`config.mk`:
```
export PLATFORM = sky130hd
export DESIGN_NAME = untrusted_mem_responder
export DESIGN_NICKNAME = d
export VERILOG_FILES = /design/src/rtl/untrusted_mem_responder.sv
export SDC_FILE = /design/constraint.sdc
export NUM_CORES = 1
export LEC_CHECK = 0
export CAP_MARGIN = 30
export CORE_AREA = 2 2 94 96
export CTS_CLUSTER_DIAMETER = 120
export DETAILED_ROUTE_END_ITERATION = 8
export DIE_AREA = 0 0 96 98
export PLACE_DENSITY = 0.81
export SLEW_MARGIN = 20
export SYNTH_ARGS = -nofsm -noshare
export SYNTH_HDL_FRONTEND = slang
export SYNTH_SLANG_ARGS = --single-unit
```
`constraint.sdc`:
```
create_clock -name clk_i -period 4.1 [get_ports clk_i]
set_clock_uncertainty 0.1 [all_clocks]
set_input_delay 0.82 -clock clk_i [delete_from_list [all_inputs] [get_ports clk_i]]
set_output_delay 0.82 -clock clk_i [all_outputs]
set_load 0.02 [all_outputs]
```
`src/rtl/untrusted_mem_responder.sv`:
```
// untrusted_mem_responder: decodes word requests onto ROM/RAM macros and answers each with a fixed two-cycle latency,
// so decode errors cannot be told apart from hits by timing.
module untrusted_mem_responder #(
  parameter logic [31:0] RomAddr = 32'h0000_0000,
  parameter logic [31:0] RomMask = 32'h0000_3FFF,
  parameter logic [31:0] RamAddr = 32'h5000_0000,
  parameter logic [31:0] RamMask = 32'h0001_FFFF,
  parameter int unsigned ErrCntW = 8
) (
  input  logic               clk_i,
  input  logic               rst_i,
  input  logic               req_valid_i,
  output logic               req_ready_o,
  input  logic [31:0]        req_addr_i,
  input  logic               req_we_i,
  input  logic [31:0]        req_wdata_i,
  input  logic [3:0]         req_be_i,
  output logic               rsp_valid_o,
  input  logic               rsp_ready_i,
  output logic [31:0]        rsp_rdata_o,
  output logic               rsp_err_o,
  output logic               rom_req_o,
  output logic [11:0]        rom_addr_o,
  input  logic [31:0]        rom_rdata_i,
  output logic               ram_req_o,
  output logic               ram_we_o,
  output logic [14:0]        ram_addr_o,
  output logic [31:0]        ram_wdata_o,
  output logic [3:0]         ram_be_o,
  input  logic [31:0]        ram_rdata_i,
  output logic [ErrCntW-1:0] err_count_o
);
  typedef enum logic [1:0] {IDLE, WAIT, RESP} state_e;
  state_e state_q, state_d;
  logic err_q, err_d, rd_rom_q, rd_rom_d, rd_ram_q, rd_ram_d;
  logic [31:0] rdata_q, rdata_d;
  logic [ErrCntW-1:0] cnt_q, cnt_d;
  logic rom_hit, ram_hit, dec_err, accept, rsp_done;
  logic [31:0] rom_off, ram_off;

  assign rom_hit = (req_addr_i & ~RomMask) == RomAddr;
  assign ram_hit = (req_addr_i & ~RamMask) == RamAddr;
  assign dec_err = (req_addr_i[1:0] != 2'b00) | ~(rom_hit | ram_hit) | (rom_hit & req_we_i)
                 | (req_we_i & (req_be_i == 4'b0000));
  assign rom_off = req_addr_i & RomMask;
  assign ram_off = req_addr_i & RamMask;
  assign accept = (state_q == IDLE) & req_valid_i;
  assign rsp_done = (state_q == RESP) & rsp_ready_i;
  assign rom_addr_o = rom_off[13:2];
  assign ram_addr_o = ram_off[16:2];
  assign ram_wdata_o = req_wdata_i;
  assign ram_be_o = req_be_i;
  assign rsp_rdata_o = rdata_q;
  assign err_count_o = cnt_q;

  always_ff @(posedge clk_i) state_q <= rst_i ? IDLE : state_d;

  always_comb begin
    state_d = accept ? WAIT : (state_q == WAIT) ? RESP : (state_q == RESP && !rsp_ready_i) ? RESP : IDLE;
  end

  always_comb begin
    req_ready_o = state_q == IDLE;
    rsp_valid_o = state_q == RESP;
    rsp_err_o = rsp_valid_o & err_q;
    rom_req_o = accept & ~dec_err & rom_hit;
    ram_req_o = accept & ~dec_err & ram_hit;
    ram_we_o = ram_req_o & req_we_i;
  end

  // WAIT is the only cycle the macros' read data is valid; writes and errors answer with zero.
  always_comb begin
    err_d = accept ? dec_err : err_q;
    rd_rom_d = accept ? rom_hit & ~dec_err & ~req_we_i : rd_rom_q;
    rd_ram_d = accept ? ram_hit & ~dec_err & ~req_we_i : rd_ram_q;
    rdata_d = (state_q != WAIT) ? rdata_q : rd_rom_q ? rom_rdata_i : rd_ram_q ? ram_rdata_i : '0;
    cnt_d = (rsp_done && err_q && cnt_q != '1) ? cnt_q + 1'b1 : cnt_q;
  end

  always_ff @(posedge clk_i) begin
    if (rst_i) begin
      err_q <= 1'b0;
      rd_rom_q <= 1'b0;
      rd_ram_q <= 1'b0;
      rdata_q <= '0;
      cnt_q <= '0;
    end else begin
      err_q <= err_d;
      rd_rom_q <= rd_rom_d;
      rd_ram_q <= rd_ram_d;
      rdata_q <= rdata_d;
      cnt_q <= cnt_d;
    end
  end
endmodule
```
# After elaboration in Yosys (flattened, before gate mapping)
# Cells that the tools add are included.
# op_classes
add_sub_neg,1
eq_ne,5
n_mux,5
bitwise_logic,20
reduce_logical,9
# op_table
op,count
32-bit two-way mux,2
32-bit logical NOT,1
15-bit by 14-bit == test with 1-bit output (second input constant),1
1-bit bitwise AND,13
8-bit by 1-bit adder with 8-bit output (second input constant),1
8-bit inequality test (second input constant),1
4-bit logical NOT,1
2-bit two-way mux,2
1-bit OR,4
1-bit logical AND,3
1-bit NOT,3
2-bit by 1-bit == test with 1-bit output (second input constant),1
2-bit == test (second input constant),1
2-bit logical NOT,1
2-bit by 1-bit inequality test with 1-bit output (second input constant),1
2-bit nonzero test,1
2-bit OR reduction,1
1-bit logical NOT,1
1-bit two-way mux,1
# totals
ff_bits,45
input_bits,137
output_inout_bits,109
wordCells,47

# Depth between registers and ports, before layout
# logic_depth
depth_word,10
ltp_mapped,6
mapped_depth_nobuf,5

# Worst setup path after synthesis
# Ideal clock, no wire load.
# synth_path
kind,input-to-output
start,input req_addr_i[0]
end,output ram_req_o
arrival_ns,1.994
required_ns,3.180
slack_ns,1.186
path_stages,4
n_path_buf,0
path_cell_list,nor4_1 > nand4_1 > nor3_1 > a21boi_0
# synth_via
elab_chain_cells,7
# synth_rtl
item,line,source
start: declaration,14,"input logic [31:0] req_addr_i,"
2-bit nonzero test,43,assign dec_err = (req_addr_i[1:0] != 2'b00) | ~(rom_hit | ram_hit) | (rom_hit & req_we_i)
1-bit OR (2 in a row),43,
1-bit OR,44,| (req_we_i & (req_be_i == 4'b0000));
1-bit NOT,67,ram_req_o = accept & ~dec_err & ram_hit;
1-bit bitwise AND (2 in a row),67,
end: declaration,25,"output logic ram_req_o,"
# Every way passes these cells.

# Worst setup path in the final report
# layout_path
start,input req_addr_i[17]
end,output ram_req_o
# layout_via
elab_chain_cells,9
word_cells_on_any_way,11
cone_classes,eq/ne (1); bitwise (9); reduce/logical (1)
# layout_rtl
item,line
32-bit logical NOT / 15-bit by 14-bit == test with 1-bit output (equally long branches),"41, 42"
1-bit OR,43
1-bit NOT,43
1-bit OR (2 in a row),43
1-bit OR,44
1-bit NOT,67
1-bit bitwise AND,67
1-bit bitwise AND *,67
# Mark *: on every way between the ends. The rest lies on a longest branch, timed or not.

==> reports/results.txt <==
Final setup violation count: 0
Layout cells sized above 1: 4.38%
Vias: 2327
Antenna-violating nets left: 0
Commonest cells after routing, fill and taps aside: 144 x clkdlybuf4s50_1, 45 x dfxtp_1, 42 x nor2_1, 34 x a211oi_1, 33 x a22oi_1
CTS tree: yes
Min-delay worst type: flop to flop
Final hold violations: 0
Post-DP HPWL: 5730 µm
H-tree depth: 2
Post-synthesis register bit count: 45
Slew of the pin with the lowest slew margin: 859 ps
Gate power share: 23.3%
Cells after DPL: 466
Max FO, Critical Path: 4
Cts hold-fix bufs: 0
Fin crit share: 92.9%
Outcome: finished clean
GRT overflow: 0
Syn avg cell area: 8.48 µm²
Int Pwr: 0.000781 W
Number of diodes: 0
Min Tclk post-route: 3810 ps
Reg clk slew, reported paths: 80 ps
Iter 0 DRT Violations: 59
Top delay family on crit path: buffers and inverters
Total CTS buffers: 5
Fraction of registers with async set or reset after synthesis: 0%
Syn Std Cell Area: 2480 µm²
Setup TNS: 0 ps
Post-synthesis sequential area ratio: 36.3%
Max_slew headroom: 42.7%
Clock Latency Late Sink: 290 ps
P_leak: 1.20 nW
Initial Utilization: 29.4%
Slowest library cell on the worst path: clkdlybuf4s50_1
Switching fraction of total power: 25.0%
Switching power: 0.000260 W
Final instance count without filler cells: 473
Hold path startpoint: rd_ram_q$_SDFFE_PP0P_
Core ar.: 8470 µm²
CP dominant cell by count: clkdlybuf4s50_1
Top_reg_cell synth: dfxtp_1
Die Wd: 96 µm
RSZ-0062 raised after global routing: no
Largest net degree at the start of global routing: 46
Max-cap check violation count: 0
Resized cells post-CTS: 0
Initial antenna violation count: 0
Num rows: 34
Max Slew Vio Count: 0
Clock Power Share: 31.1%
CP required: 3180 ps
Residual DRC: 0
IO Pins: 246
GR Util All Layers: 15.6%
Number of global-route vias before repair: 2330
Synth cell types: 33
Sequential share of power: 45.6%
Nets@finish: 503
Syn_nets: 431
Highest Clock Rate: 262 MHz
Worst r2r src: err_count_o[0]$_SDFFE_PP0P_
Placer congestion estimate: 0.749
Synth-to-layout area growth: 47.1%
Vias/cell: 4.92
Root Driver: clkbuf_8
Peak VDD IR: 0.114 mV
DR WL/cell: 15.6 µm
Routed WL: 7390 µm
Crit-path cells: clkdlybuf4s50_1, nor4_1, nand4_1, nor3_1, a21boi_0, clkdlybuf4s50_1
First drt pass iteration count: 6
Warnings from Yosys: 0
WP buf/inv: 2
CTS Buffer Depth: 2
Die height: 98 µm
Crit end category: primary output
Global-route wire length before repair: 11600 µm
Commonest non-fill, non-tap cell in the layout: clkdlybuf4s50_1
Synthesized instance count: 293
Pwr/cell area: 285 nW/µm²
Clock sink count: 45
CP Launch Point: req_addr_i[17]
Post-synth EDFFs: 0
Die ar.: 9410 µm²
Post-CTS setup buffer count: 0
Startpoint types: input port
Crit path kind: input port to primary output
Worst Path Arrival: 2890 ps
PortBufs: 145
Slowest stage delay, CP: 640 ps
-- final cells by class --
class,count,area (µm²)
Fill cell,846,4810
Clock buffer,5,68.8
Multi-Input combinational cell,161,1020
Sequential cell,45,901
Clock inverter,2,35.0
Inverter,4,15.0
Tap cell,108,135
Timing Repair Buffer,148,1480
-- cells by family after synthesis --
kind of cell	Yosys count	synth area share (%)
adders and majority gates	1	0.503
AOI/OAI and AO/OA	79	23.4
DFF	45	36.3
buffers and inverters	87	22.9
muxes	1	0.403
xor gates and xnor gates	5	1.76
and+or+nand+nor	75	14.8
-- per-layer routing --
| metal | vias to the layer above | wire (µm) | track usage (%) |
|---|---|---|---|
| li1 | 1128 | - | - |
| met4 | 0 | 263 | 6.37 |
| met1 | 1057 | 2820 | 17.5 |
| met2 | 104 | 3780 | 27.2 |
| met5 | - | 0 | 0 |
| met3 | 38 | 534 | 4.48 |
-- metrics by stage --
step           hold slack (ps)  utilization [%]  setup slack [ps]  instance area, µm²  power [W]
6_report                   355             43.2               290                3650    0.00104
5_1_grt                    405             43.2               177                3650    0.00109
4_1_cts                    359             43.2               308                3650    0.00106
3_5_place_dp               344             41.9               321                3550   0.000729
3_3_place_gp               342             41.7               408                3530   0.000721
2_1_floorplan              327                -              1190                2480   0.000654
-- worst register-to-register path, delay by kind of cell (launching register included) --
family / cells / cell delay [ps]
compound gates: 1 / 510
xor+xnor: 1 / 180
simple gates: 2 / 240
fa+ha+maj: 1 / 250
flops: 1 / 360
-- power groups by stage --
| stage | clock network [W] | registers (W) | logic (W) |
|---|---|---|---|
| after detailed placement | 0 | 0.000485 | 0.000244 |
| after CTS | 0.000336 | 0.000475 | 0.000245 |
| after global routing | 0.000350 | 0.000478 | 0.000260 |
| after global placement | 0 | 0.000484 | 0.000237 |
| final | 0.000324 | 0.000474 | 0.000243 |
| after floorplan | 0 | 0.000511 | 0.000143 |
-- cell usage after synthesis (all sizes together), types with 2 or more instances --
cell	count	area, µm²
a2111oi	2	17.5
a211oi	34	255
a21oi	6	30.0
a22oi	33	248
and2	2	12.5
buf	70	505
clkbuf	13	48.8
dfxtp	45	901
inv	4	15.0
nand2	8	30.0
nand3	2	10.0
nand4	2	12.5
nor2	43	164
nor2b	2	12.5
nor3	2	10.0
nor4	6	37.5
or3	2	12.5
or4	2	15.0
xnor2	4	35.0
-- worst paths after layout --
kind | slack [ps] | cells past startpoint | to
worst min-delay path | 350 | 2 | rd_ram_q$_SDFFE_PP0P_
worst max register to register | 2300 | 5 | err_count_o[5]$_SDFFE_PP0P_
worst max-delay path | 290 | 6 | ram_req_o
worst min register to register | 350 | 2 | rd_ram_q$_SDFFE_PP0P_
-- sequential cells by signal, summed over array words and instances, names as in the netlist --
register     cells
err_count_o      8
err_q            1
rsp_rdata_o     32
rd_ram_q         1
state_q          2
rd_rom_q         1
(Power assumes the default switching activity.)
